===== src/rtl/mem_pkg.sv =====
// Shared types and constants for the memory stage: FSM states, resultSrc
// encodings, timeout default and the M/W register payload.
package mem_pkg;

   typedef enum logic [0:0] {
      ST_IDLE   = 1'b0,
      ST_ACCESS = 1'b1
   } state_t;

   localparam logic [1:0] RES_ALU = 2'b00;
   localparam logic [1:0] RES_MEM = 2'b01;
   localparam logic [1:0] RES_PC  = 2'b10;

   localparam int TIMEOUT_DEF = 15;

   typedef struct packed {
      logic        regWrite;
      logic [1:0]  resultSrc;
      logic [15:0] aluRes;
      logic [15:0] pcPlus2;
      logic [3:0]  rd;
   } mw_t;

endpackage


===== src/rtl/memory_stage_if.sv =====
// Data-memory request/response bus between the memory stage and its memory.
interface memory_stage_if;
   logic        dmem_req;
   logic        dmem_we;
   logic [15:0] dmem_addr;
   logic [15:0] dmem_wdata;
   logic [15:0] dmem_rdata;
   logic        dmem_ready;

   modport master (output dmem_req, dmem_we, dmem_addr, dmem_wdata,
                   input  dmem_rdata, dmem_ready);
   modport slave  (input  dmem_req, dmem_we, dmem_addr, dmem_wdata,
                   output dmem_rdata, dmem_ready);
endinterface


===== src/rtl/mw_reg.sv =====
// M/W pipeline register: load captures the whole payload, bubble only kills
// regWrite; readData is captured separately so stores leave it untouched.
module mw_reg
   import mem_pkg::*;
(
   input  logic        clk,
   input  logic        rst,
   input  logic        load_i,
   input  logic        bubble_i,
   input  logic        rd_en_i,
   input  mw_t         mw_i,
   input  logic [15:0] rdata_i,
   output mw_t         mw_o,
   output logic [15:0] rdata_o
);

   mw_t         mw_q, mw_d;
   logic [15:0] rdata_q, rdata_d;

   always_comb begin
      mw_d    = mw_q;
      rdata_d = rdata_q;
      if (load_i) begin
         mw_d = mw_i;
         if (rd_en_i) rdata_d = rdata_i;
      end else if (bubble_i) begin
         mw_d.regWrite = 1'b0;
      end
   end

   always_ff @(posedge clk or negedge rst) begin
      if (!rst) begin
         mw_q    <= '0;
         rdata_q <= '0;
      end else begin
         mw_q    <= mw_d;
         rdata_q <= rdata_d;
      end
   end

   assign mw_o    = mw_q;
   assign rdata_o = rdata_q;

endmodule


===== src/rtl/memory_stage.sv =====
// Memory pipeline stage: IDLE/ACCESS handshake with data memory, stall
// generation, timeout and misalignment faults, feeding the M/W register.
module memory_stage
   import mem_pkg::*;
#(
   parameter int TIMEOUT = TIMEOUT_DEF
) (
   input  logic           clk,
   input  logic           rst,
   input  logic           regWriteM,
   input  logic           memWriteM,
   input  logic [1:0]     resultSrcM,
   input  logic [15:0]    PCPlus2M,
   input  logic [15:0]    aluResM,
   input  logic [15:0]    writeDataM,
   input  logic [3:0]     RdM,
   memory_stage_if.master dmem,
   output logic           stallM,
   output logic           memFaultW,
   output logic           regWriteW,
   output logic [1:0]     resultSrcW,
   output logic [15:0]    aluResW,
   output logic [15:0]    readDataW,
   output logic [15:0]    PCPlus2W,
   output logic [3:0]     RdW
);

   localparam int CW = ($clog2(TIMEOUT) > 4) ? $clog2(TIMEOUT) : 4;
   localparam logic [CW-1:0] CNT_LAST = CW'(TIMEOUT - 1);

   state_t        state_q, state_d;
   logic [CW-1:0] cnt_q, cnt_d;
   logic          fault_q, fault_d;

   logic is_load, mem_op, misaligned, in_acc, done, timeout, load_w;
   mw_t  mw_in, mw_out;

   assign is_load    = (resultSrcM == RES_MEM);
   assign mem_op     = memWriteM | is_load;
   assign misaligned = mem_op & aluResM[0];
   assign in_acc     = (state_q == ST_ACCESS);

   // Ready wins over timeout when both land on the same cycle.
   assign done    = in_acc & dmem.dmem_ready;
   assign timeout = in_acc & ~dmem.dmem_ready & (cnt_q == CNT_LAST);

   assign stallM = (~in_acc & mem_op & ~misaligned) |
                   (in_acc & ~dmem.dmem_ready & ~timeout);

   // Anything that does not load M/W (stall, misalign, timeout) is a bubble.
   assign load_w = (~in_acc & ~mem_op) | done;

   assign dmem.dmem_req   = in_acc;
   assign dmem.dmem_we    = in_acc & memWriteM;
   assign dmem.dmem_addr  = in_acc ? aluResM    : '0;
   assign dmem.dmem_wdata = in_acc ? writeDataM : '0;

   always_comb begin
      state_d = state_q;
      cnt_d   = cnt_q;
      fault_d = (~in_acc & misaligned) | timeout;
      case (state_q)
         ST_IDLE: begin
            if (mem_op & ~misaligned) begin
               state_d = ST_ACCESS;
               cnt_d   = '0;
            end
         end
         ST_ACCESS: begin
            if (done | timeout) state_d = ST_IDLE;
            else                cnt_d   = cnt_q + CW'(1);
         end
         default: state_d = ST_IDLE;
      endcase
   end

   always_ff @(posedge clk or negedge rst) begin
      if (!rst) begin
         state_q <= ST_IDLE;
         cnt_q   <= '0;
         fault_q <= 1'b0;
      end else begin
         state_q <= state_d;
         cnt_q   <= cnt_d;
         fault_q <= fault_d;
      end
   end

   assign mw_in = '{regWrite: regWriteM, resultSrc: resultSrcM, aluRes: aluResM,
                    pcPlus2: PCPlus2M, rd: RdM};

   mw_reg u_mw_reg (
      .clk      (clk),
      .rst      (rst),
      .load_i   (load_w),
      .bubble_i (~load_w),
      .rd_en_i  (is_load & ~memWriteM),
      .mw_i     (mw_in),
      .rdata_i  (dmem.dmem_rdata),
      .mw_o     (mw_out),
      .rdata_o  (readDataW)
   );

   assign memFaultW  = fault_q;
   assign regWriteW  = mw_out.regWrite;
   assign resultSrcW = mw_out.resultSrc;
   assign aluResW    = mw_out.aluRes;
   assign PCPlus2W   = mw_out.pcPlus2;
   assign RdW        = mw_out.rd;

endmodule


===== src/flat_wrapper.sv =====
// flat-port wrapper written by rule: the top's interface ports become plain ports
module memory_stage_flat import mem_pkg::*;
#(
   parameter int TIMEOUT = TIMEOUT_DEF
)
  (clk, rst, regWriteM, memWriteM, resultSrcM, PCPlus2M, aluResM, writeDataM, RdM, stallM, memFaultW, regWriteW, resultSrcW, aluResW, readDataW, PCPlus2W, RdW, dmem_dmem_req, dmem_dmem_we, dmem_dmem_addr, dmem_dmem_wdata, dmem_dmem_rdata, dmem_dmem_ready);
  memory_stage_if dmem_i ();
  input  logic clk;
  input  logic rst;
  input  logic regWriteM;
  input  logic memWriteM;
  input  logic [1:0] resultSrcM;
  input  logic [15:0] PCPlus2M;
  input  logic [15:0] aluResM;
  input  logic [15:0] writeDataM;
  input  logic [3:0] RdM;
  output logic stallM;
  output logic memFaultW;
  output logic regWriteW;
  output logic [1:0] resultSrcW;
  output logic [15:0] aluResW;
  output logic [15:0] readDataW;
  output logic [15:0] PCPlus2W;
  output logic [3:0] RdW;
  output wire logic [$bits(dmem_i.dmem_req)-1:0] dmem_dmem_req;
  output wire logic [$bits(dmem_i.dmem_we)-1:0] dmem_dmem_we;
  output wire logic [$bits(dmem_i.dmem_addr)-1:0] dmem_dmem_addr;
  output wire logic [$bits(dmem_i.dmem_wdata)-1:0] dmem_dmem_wdata;
  input wire logic [$bits(dmem_i.dmem_rdata)-1:0] dmem_dmem_rdata;
  input wire logic [$bits(dmem_i.dmem_ready)-1:0] dmem_dmem_ready;
  assign dmem_dmem_req = dmem_i.dmem_req;
  assign dmem_dmem_we = dmem_i.dmem_we;
  assign dmem_dmem_addr = dmem_i.dmem_addr;
  assign dmem_dmem_wdata = dmem_i.dmem_wdata;
  assign dmem_i.dmem_rdata = dmem_dmem_rdata;
  assign dmem_i.dmem_ready = dmem_dmem_ready;
  memory_stage #(.TIMEOUT(TIMEOUT)) u_core (.clk(clk), .rst(rst), .regWriteM(regWriteM), .memWriteM(memWriteM), .resultSrcM(resultSrcM), .PCPlus2M(PCPlus2M), .aluResM(aluResM), .writeDataM(writeDataM), .RdM(RdM), .dmem(dmem_i), .stallM(stallM), .memFaultW(memFaultW), .regWriteW(regWriteW), .resultSrcW(resultSrcW), .aluResW(aluResW), .readDataW(readDataW), .PCPlus2W(PCPlus2W), .RdW(RdW));
endmodule

===== config.mk =====
export PLATFORM = sky130hd
export DESIGN_NAME = memory_stage_flat
export DESIGN_NICKNAME = d
export VERILOG_FILES = /design/src/rtl/mem_pkg.sv /design/src/rtl/memory_stage_if.sv /design/src/rtl/mw_reg.sv /design/src/rtl/memory_stage.sv /design/src/flat_wrapper.sv
export SDC_FILE = /design/constraint.sdc
export NUM_CORES = 1
export LEC_CHECK = 0
export ABC_AREA = 0
export CAP_MARGIN = 20
export CORE_UTILIZATION = 48
export DETAILED_ROUTE_END_ITERATION = 16
export DONT_BUFFER_PORTS = 1
export PLACE_DENSITY_LB_ADDON = 0.05
export SYNTH_ARGS = -nofsm -noshare
export SYNTH_HDL_FRONTEND = slang
export SYNTH_HIERARCHICAL = 1
export SYNTH_SLANG_ARGS = --single-unit

===== constraint.sdc =====
create_clock -name clk -period 3.5 [get_ports clk]
set_clock_uncertainty 0.15 [all_clocks]
set_input_delay 0.35 -clock clk [delete_from_list [all_inputs] [get_ports clk]]
set_output_delay 0.35 -clock clk [all_outputs]
set_load 0.05 [all_outputs]

# == After elaboration in Yosys (flattened, before gate mapping) ==
# Cells that the tools add are included.
# W data, S select, Z words.
# classes
div_mod_pow,0
n_addsub,1
n_mux,9
n_eq_ne,4
n_mul,0
order_cmp,0
bitwise,23
shifts,0
reduce_logical,2
# ops
cell,count
$mux W16,2
$and A1 B1 Y1,12
$mux W4,2
$pmux W4 S2,1
$not A1 Y1,6
$or A1 B1 Y1,5
$add A4 B1 Y4 const B,1
$eq A4 B4 Y1 const B,1
$ne A2 B2 Y1 const B,2
$reduce_and A2 Y1,2
$mux W1,3
$eq A2 B1 Y1 const B,1
$pmux W1 S2,1
# word_totals
register_bits,61
latch_bits,0
rom_bits,0
memories,0
wordCells,48
inputBits,75
out_inout_bits,91
ramBits,0

# == Longest topological paths before layout ==
# Gate-level depths: netlist of run 1.
# logic_depth
ltp_word,7
ltp_mapped,8
mapped_depth_nobuf,6

# == Cells and area by module ==
# The synthesis of run 1 kept the hierarchy.
# modules_own_cells
module,instances,seq_area_each_um2,cells_each,area_per_inst_um2
mw_reg,1,1376.3,118,2094.5
memory_stage,1,150.1,74,579.3

# == Least setup slack after synthesis of run 1 ==
# OpenSTA, ideal clock, no wires.
# synth_path
path_kind,register to output
startpoint,register u_core.state_q (netlist: u_core/dmem.dmem_req)
endpoint,output dmem_dmem_wdata[0]
slack_ps,1388
path_buffers,2
path_stages_with_launch,4
arrival_ps,1612
t_required_ps,3000
path_cell_list,dfrtp_1 -> clkbuf_1 -> clkbuf_1 -> and2_1
# synth_via
elab_chain_len,1
# synth_lines
item,line_no,text
"start, declared",memory_stage.sv:31,"state_t state_q, state_d;"
"start signal, assigned",memory_stage.sv:83,state_q <= state_d;
$mux W16,memory_stage.sv:56,assign dmem.dmem_wdata = in_acc ? writeDataM : '0;
"end, declared",flat_wrapper.sv:28,output wire logic [$bits(dmem_i.dmem_wdata)-1:0] dmem_dmem_wdata;
# No other way between the ends.

# == Final worst setup path of run 1 ==
# layout_path
startpoint,register u_core.state_q (netlist: u_core/dmem.dmem_req)
endpoint,register u_core.u_mw_reg.mw_q (netlist bit u_core/u_mw_reg/mw_o[35])
# layout_via
elab_chain_len,3
elab_cells_between_ends,4
cone_classes,4 x bitwise
# layout_lines
item,line_no,text
$not A1 Y1,memory_stage.sv:51,assign load_w = (~in_acc & ~mem_op) | done;
$and A1 B1 Y1,memory_stage.sv:51,
$or A1 B1 Y1 *,memory_stage.sv:51,
net u_core.load_w,memory_stage.sv:35,"logic is_load, mem_op, misaligned, in_acc, done, timeout, load_w;"
"end signal, assigned",mw_reg.sv:36,mw_q <= mw_d;
"end, declared",mw_reg.sv:17,"mw_t mw_q, mw_d;"
# Mark *: on every way through the listed nets, which the timed path passes. The rest lies on a longest branch.
# A chain may end at the register's enable or synchronous reset.

==> summary.txt, run 1 <==
GRT
  – Grt peak-use layer: met2
  – Met2 Resource Use GR: 0.341
  – Gr usage total: 0.200
  – Met1 usage: 0.218
  – Initial antenna violation count: 0
  – GR Util met3: 0.0659
  – Pin count of the biggest net entering global routing: 62
  – First-pass GRT wire length: 8830 um
  – Total gr overflow: 0
  – Vias in the first global route: 1658

Yosys
  – Post-synth ARST share: 1.00
  – Most frequent cells after synthesis: 61 x dfrtp_1, 44 x mux2_2, 34 x and2_1
  – Syn Nets: 269
  – YS warnings: 6
  – Area contributors post-synth: dfrtp_1 57%, mux2_2 19%, and2_1 8.0%
  – Cell Area, Synth: 2670 um2
  – Yosys top cell area share: 0.571
  – Post-synth top area cell: dfrtp_1
  – Post-synth EDFFs: 0
  – Seq/Total Area, Yosys: 0.571
  – Synth unique cells: 26
  – Most frequent cell after synthesis: dfrtp_1
  – Syn avg cell area: 13.9 um2
  – Top FF cell, synth: dfrtp_1
  – Synth Instances: 192
  – Yosys reg bits: 61

STA
  – Endpoints failing setup: 0
  – RSZ-0062 raised after global routing: false
  – Min Tclk post-route: 2.58 ns
  – Period utilization: 0.737
  – Setup_tns: 0 ns
  – Final Hold Fails: 0
  – Setup ws final: 0.922 ns
  – Max Freq: 0.388 GHz
  – Max-slew violations: 0
  – Slew Limit Headroom: 0.536
  – Measured slew at the worst slew-check pin: 0.697 ns

Worst setup path
  – Worst Path Required: 3.56 ns
  – Flop2flop setup slack: 0.92 ns
  – Crit-path max cell delay: 0.79 ns
  – Worst Path Max Fanout: 32
  – Crit path cell chain: nand2_1 > o21a_1 > inv_1 > buf_4 > mux2_2
  – CP endpoint kind: flip-flop
  – CP max-delay cell: dfrtp_1
  – Startpoint Class: flip-flop
  – Critical path type: reg2reg
  – Crit path DAT: 2.64 ns

Pwr
  – Leakage power total: 1.37 nW
  – Design Power: 2.82 mW
  – Pwr/cell area: 924 nW/um2
  – Max IR drop VDD: 486 uV

Finish
  – Final core occ: 0.583
  – Sequential Area: 1530 um2
  – Number of diodes: 0
  – Layout net count: 283
  – Final Instance Area: 3060 um2
  – Layout cells sized above 1: 0.370
  – Filler cells: 430
  – Multi-input logic area: 1070 um2
  – Area Overhead vs Synth: 14.3%

Clock tree
  – CTS Buf Count: 9
  – CTS tree: done
  – H-tree depth: 3
  – Clock Pin Slew Worst Setup and Hold Paths: 0.07 ns
  – Postcts setup bufs: 0
  – PostCTS Resize Cnt: 0
  – Cts hold-fix bufs: 8
  – Max Root-Sink Buffers: 2
  – Clock root cell: clkbuf_8
  – Worst-Skew Late Latency: 0.33 ns
  – CTS sink cnt: 61

Place
  – Pre-CTS WS: 0.910 ns
  – Post-DP HPWL: 3970 um
  – Gpl congestion: 0.677
  – Placed Area: 2710 um2
  – I/O Buffers: 0

Detailed routing
  – Initial DRT Pass Iterations: 4
  – 1st-iter DRT viols: 112
  – Drt total wl: 5600 um
  – Remaining antenna violation count: 0
  – Via count: 1543
  – WL/cell: 19.9 um
  – Residual DRC count: 0
  – Vias per cell: 5.49

Floorplanning
  – Chip Width: 76.6 um
  – Core Rows: 26
  – Die Y: 76.6 um
  – Core area: 5240 um2
  – Initial Util: 0.511
  – I/O pin cnt: 166
  – Die footprint: 5870 um2

Run
  – Max cap viols: 0

Hold path
  – HP Class: in2reg

Outcome
  – Status: finished, final reports clean
[layout by cell type (no fill, tap or decap), types with 2 or more instances in the layout]
cell type,n
dfrtp_1,61
mux2_2,44
and2_1,34
mux2_4,11
dlygate4sd3_1,10
clkbuf_8,9
inv_1,4
nand2b_1,3
nor2_1,3
nand2_1,3
o21ai_0,3
clkinv_2,2
bufinv_16,2
clkinv_4,2
buf_4,2
nand3_1,2
ha_1,2
[metal layers]
metal	routed length [um]	share of wire
met3	436	0.078
met5	0	0
met2	2950	0.53
met1	2000	0.36
met4	210	0.038
[worst max-delay path, delay by kind of cell, from the launching register on]
kind	cells	cell delay (ns)
and+or+nand+nor	1	0.11
buffers and inverters	2	0.87
DFF	1	0.79
muxes	1	0.38
AOI/OAI and AO/OA	1	0.14
[where the power goes]
| part | switching [mW] | internal [mW] | total, mW |
|---|---|---|---|
| Combinational | 0.274 | 0.228 | 0.501 |
| Sequential | 0.767 | 0.882 | 1.65 |
| Clock | 0.273 | 0.401 | 0.674 |
| Total | 1.31 | 1.51 | 2.82 |
[metrics by stage]
stage               hold slack [ns]  cells
floorplan                   -0.0956    192
global placement            -0.0943    254
detailed placement          -0.0948    254
CTS                         0.00254    278
global route                0.00221    281
finish                       0.0173    281
[logic make-up after synthesis]
family	Yosys count	synth area share
DFF	61	0.571
and+or+nand+nor	50	0.114
adders and majority gates	2	0.00936
muxes	56	0.251
AOI/OAI and AO/OA	9	0.0257
buffers and inverters	14	0.0295
[state kept, by name (all words and copies together), names as in the netlist]
signal,flops
u_core/memFaultW,1
u_core/u_mw_reg/rdata_o,16
u_core/u_mw_reg/mw_o,39
u_core/dmem.dmem_req,1
u_core/cnt_q,4
[area by class of cell]
type	instances	area share
clock buffer	10	0.0418
clock inverter	6	0.0287
inverter	4	0.00491
multi-input combinational	117	0.350
sequential	61	0.500
tap	70	0.0287
timing repair buffer	13	0.0467
[final timing paths]
kind                       cells past startpoint                     endpoint                  from
setup / recovery                               5     u_core/u_mw_reg/mw_o[35]  u_core/dmem.dmem_req
hold / removal                                 1  u_core/u_mw_reg/rdata_o[12]   dmem_dmem_rdata[12]
setup reg to reg                               5     u_core/u_mw_reg/mw_o[35]  u_core/dmem.dmem_req
hold reg to reg                                1              u_core/cnt_q[0]       u_core/cnt_q[0]
max in group asynchronous                      2      u_core/u_mw_reg/mw_o[0]                   rst
min in group asynchronous                      2     u_core/u_mw_reg/mw_o[12]                   rst
(Power assumes the default switching activity.)
==> run 2, diff against run 1 <==
==> constraint.sdc (replaced) <==
create_clock -name clk -period 2.4 [get_ports clk]
set_clock_uncertainty 0.15 [all_clocks]
set_input_delay 0.24 -clock clk [delete_from_list [all_inputs] [get_ports clk]]
set_output_delay 0.24 -clock clk [all_outputs]
set_load 0.05 [all_outputs]
==> run 2 against run 1 <==
  * Clock-buffer cell count rose by 1
  * Register-to-register slack got worse by 0.39 ns
  * First-iteration DRC count fell by 16%
  * Total power rose by 49%
  * Global-route usage rose by 2.6 points
  * Sequential share of layout area fell by 9.5 points
  * Worst hold slack improved by 0.043 ns
  * Critical path type is now reg2out
  * Highest routed layer unchanged
==> summary.txt, run 2 (synthesis results as in run 1) <==
Clock tree
  – Worst-Skew Late Latency: 0.32 ns (about the same)
  – H-tree depth: 3 (unchanged)
  – Clock Pin Slew Worst Setup and Hold Paths: 0.06 ns (about the same)
  – CTS tree: done
  – Postcts setup bufs: 0 (unchanged)
  – Max Root-Sink Buffers: 2 (unchanged)
  – Clock root cell: clkbuf_8
  – CTS Buf Count: 9 (unchanged)
  – CTS sink cnt: 61 (unchanged)

Detailed routing
  – Vias per cell: 5.13 (-6.5%)
  – Via count: 1858 (+20%)
  – Remaining antenna violation count: 0 (unchanged)
  – Residual DRC count: 0 (unchanged)
  – Initial DRT Pass Iterations: 4 (unchanged)
  – WL/cell: 18.1 um (-9.3%)
  – 1st-iter DRT viols: 94 (-16%)
  – Drt total wl: 6540 um (+17%)

STA
  – Final Hold Fails: 0 (unchanged)
  – Max Freq: 0.506 GHz
  – Max-slew violations: 0 (unchanged)
  – Min Tclk post-route: 1.98 ns
  – WHS: 0.0605 ns (+0.0432 ns)
  – Endpoints failing setup: 0 (unchanged)
  – Period utilization: 0.824
  – Slew Limit Headroom: 0.665 (+0.130)
  – Setup_tns: 0 ns (unchanged)
  – RSZ-0062 raised after global routing: false
  – Measured slew at the worst slew-check pin: 0.502 ns (-0.195 ns)

Pwr
  – Max IR drop VDD: 659 uV (+36%)
  – Leakage power total: 1.74 nW (+27%)
  – Design Power: 4.20 mW (+49%)
  – Pwr/cell area: 1110 nW/um2 (+20%)

GRT
  – Pin count of the biggest net entering global routing: 62 (unchanged)
  – First-pass GRT wire length: 9960 um (+13%)
  – Vias in the first global route: 1970 (+19%)
  – Total gr overflow: 0 (unchanged)
  – Gr usage total: 0.227 (+0.0263)
  – Initial antenna violation count: 0 (unchanged)

Worst setup path
  – Critical path type: reg2out
  – Startpoint Class: flip-flop
  – Crit path DAT: 1.59 ns (-1.05 ns)
  – CP endpoint kind: output pin
  – Worst Path Max Fanout: 29 (-9.4%)
  – Worst Path Required: 2.01 ns (-1.55 ns)

Place
  – Gpl congestion: 0.771 (+14%)
  – Post-DP HPWL: 4300 um (+8.1%)
  – I/O Buffers: 0 (unchanged)

Run
  – Max cap viols: 0 (unchanged)

Floorplanning
  – I/O pin cnt: 166 (unchanged)
  – Chip Width: 76.6 um (unchanged)
  – Die Y: 76.6 um (unchanged)
  – Initial Util: 0.511 (unchanged)
  – Core area: 5240 um2 (unchanged)
  – Die footprint: 5870 um2 (unchanged)
  – Core Rows: 26 (unchanged)

Finish
  – Number of diodes: 0 (unchanged)
  – Area Overhead vs Synth: 41.1%
  – Largest register FFs: 39 (unchanged)
  – Filler cells: 345 (-20%)
  – Most frequent cells in the layout: 61 x dfrtp_1, 57 x dlygate4sd3_1, 44 x mux2_2
  – Layout cells sized above 1: 0.387 (+0.0173)
  – Commonest non-fill, non-tap cell in the layout: dfrtp_1
  – Layout net count: 365 (+29%)

Outcome
  – Status: finished, final reports clean

Hold path
  – HP Class: in2reg
-- run 2: changes by cell type in the layout (fill, tap and decap cells not counted) --
cell           delta
clkinvlp_4        +1
clkinv_4          -2
clkbuf_1          -1
bufinv_16         -1
dlygate4sd3_1    +47
clkbuf_8          +2
buf_4            +35
-- run 2: power breakdown --
part / internal [mW] / switching (mW) / leakage [nW]
Sequential: 1.29 / 1.12 / 0.728
Clock: 0.526 / 0.361 / 0.101
Combinational: 0.454 / 0.457 / 0.911
Total: 2.27 / 1.93 / 1.74
-- run 2: layout make-up --
type / instances / area, um2 / share of cell area
inverters: 4 / 15.0 / 0.00398
well taps: 70 / 87.6 / 0.0232
flip-flops and latches: 61 / 1530 / 0.405
repair buffers: 95 / 876 / 0.232
clock buffers: 11 / 151 / 0.0401
clock inverters: 4 / 47.5 / 0.0126
multi-input cells: 117 / 1070 / 0.283
-- run 2: path summary, 6_finish.rpt --
check                                         endpoint  slack (ns)                 start  cells past startpoint
setup / recovery                                stallM        0.42  u_core/dmem.dmem_req                      4
hold / removal                    u_core/dmem.dmem_req        0.06            aluResM[0]                      2
setup reg to reg                       u_core/cnt_q[1]        0.53  u_core/dmem.dmem_req                      5
hold reg to reg                        u_core/cnt_q[0]        0.41       u_core/cnt_q[0]                      1
max in group asynchronous  u_core/u_mw_reg/rdata_o[15]        1.55                   rst                      2
min in group asynchronous      u_core/u_mw_reg/mw_o[6]        0.31                   rst                      2
-- run 2: worst max-delay path: stages (launching register included) --
cell	delay [ns]
dfrtp_1	0.38
buf_4	0.25
nand2b_1	0.10
nand2b_2	0.20
a21bo_4	0.32
-- run 2: stage by stage --
stage          setup WS [ns]  utilization  cell area [um2]  cells
6_report               0.423        0.720             3770    362
3_3_place_gp           0.625        0.568             2980    289
3_5_place_dp           0.560        0.568             2980    289
4_1_cts                0.400        0.720             3770    362
5_1_grt                0.313        0.720             3770    362
2_1_floorplan          0.304            -             2670    192
-- run 2: what timing repair did --
item | CTS | global route
hold endpoints to repair | 117 | 0
hold buffers | 58 | 0
resized for setup | 0 | 0
setup endpoints to repair | 0 | 0
-- run 2: routing by layer --
layer,up-vias,share of wire,GRT usage
met5,-,0,0
li1,835,-,-
met1,910,0.34,0.217
met4,0,0.012,0.100
met3,10,0.076,0.0731
met2,103,0.57,0.434
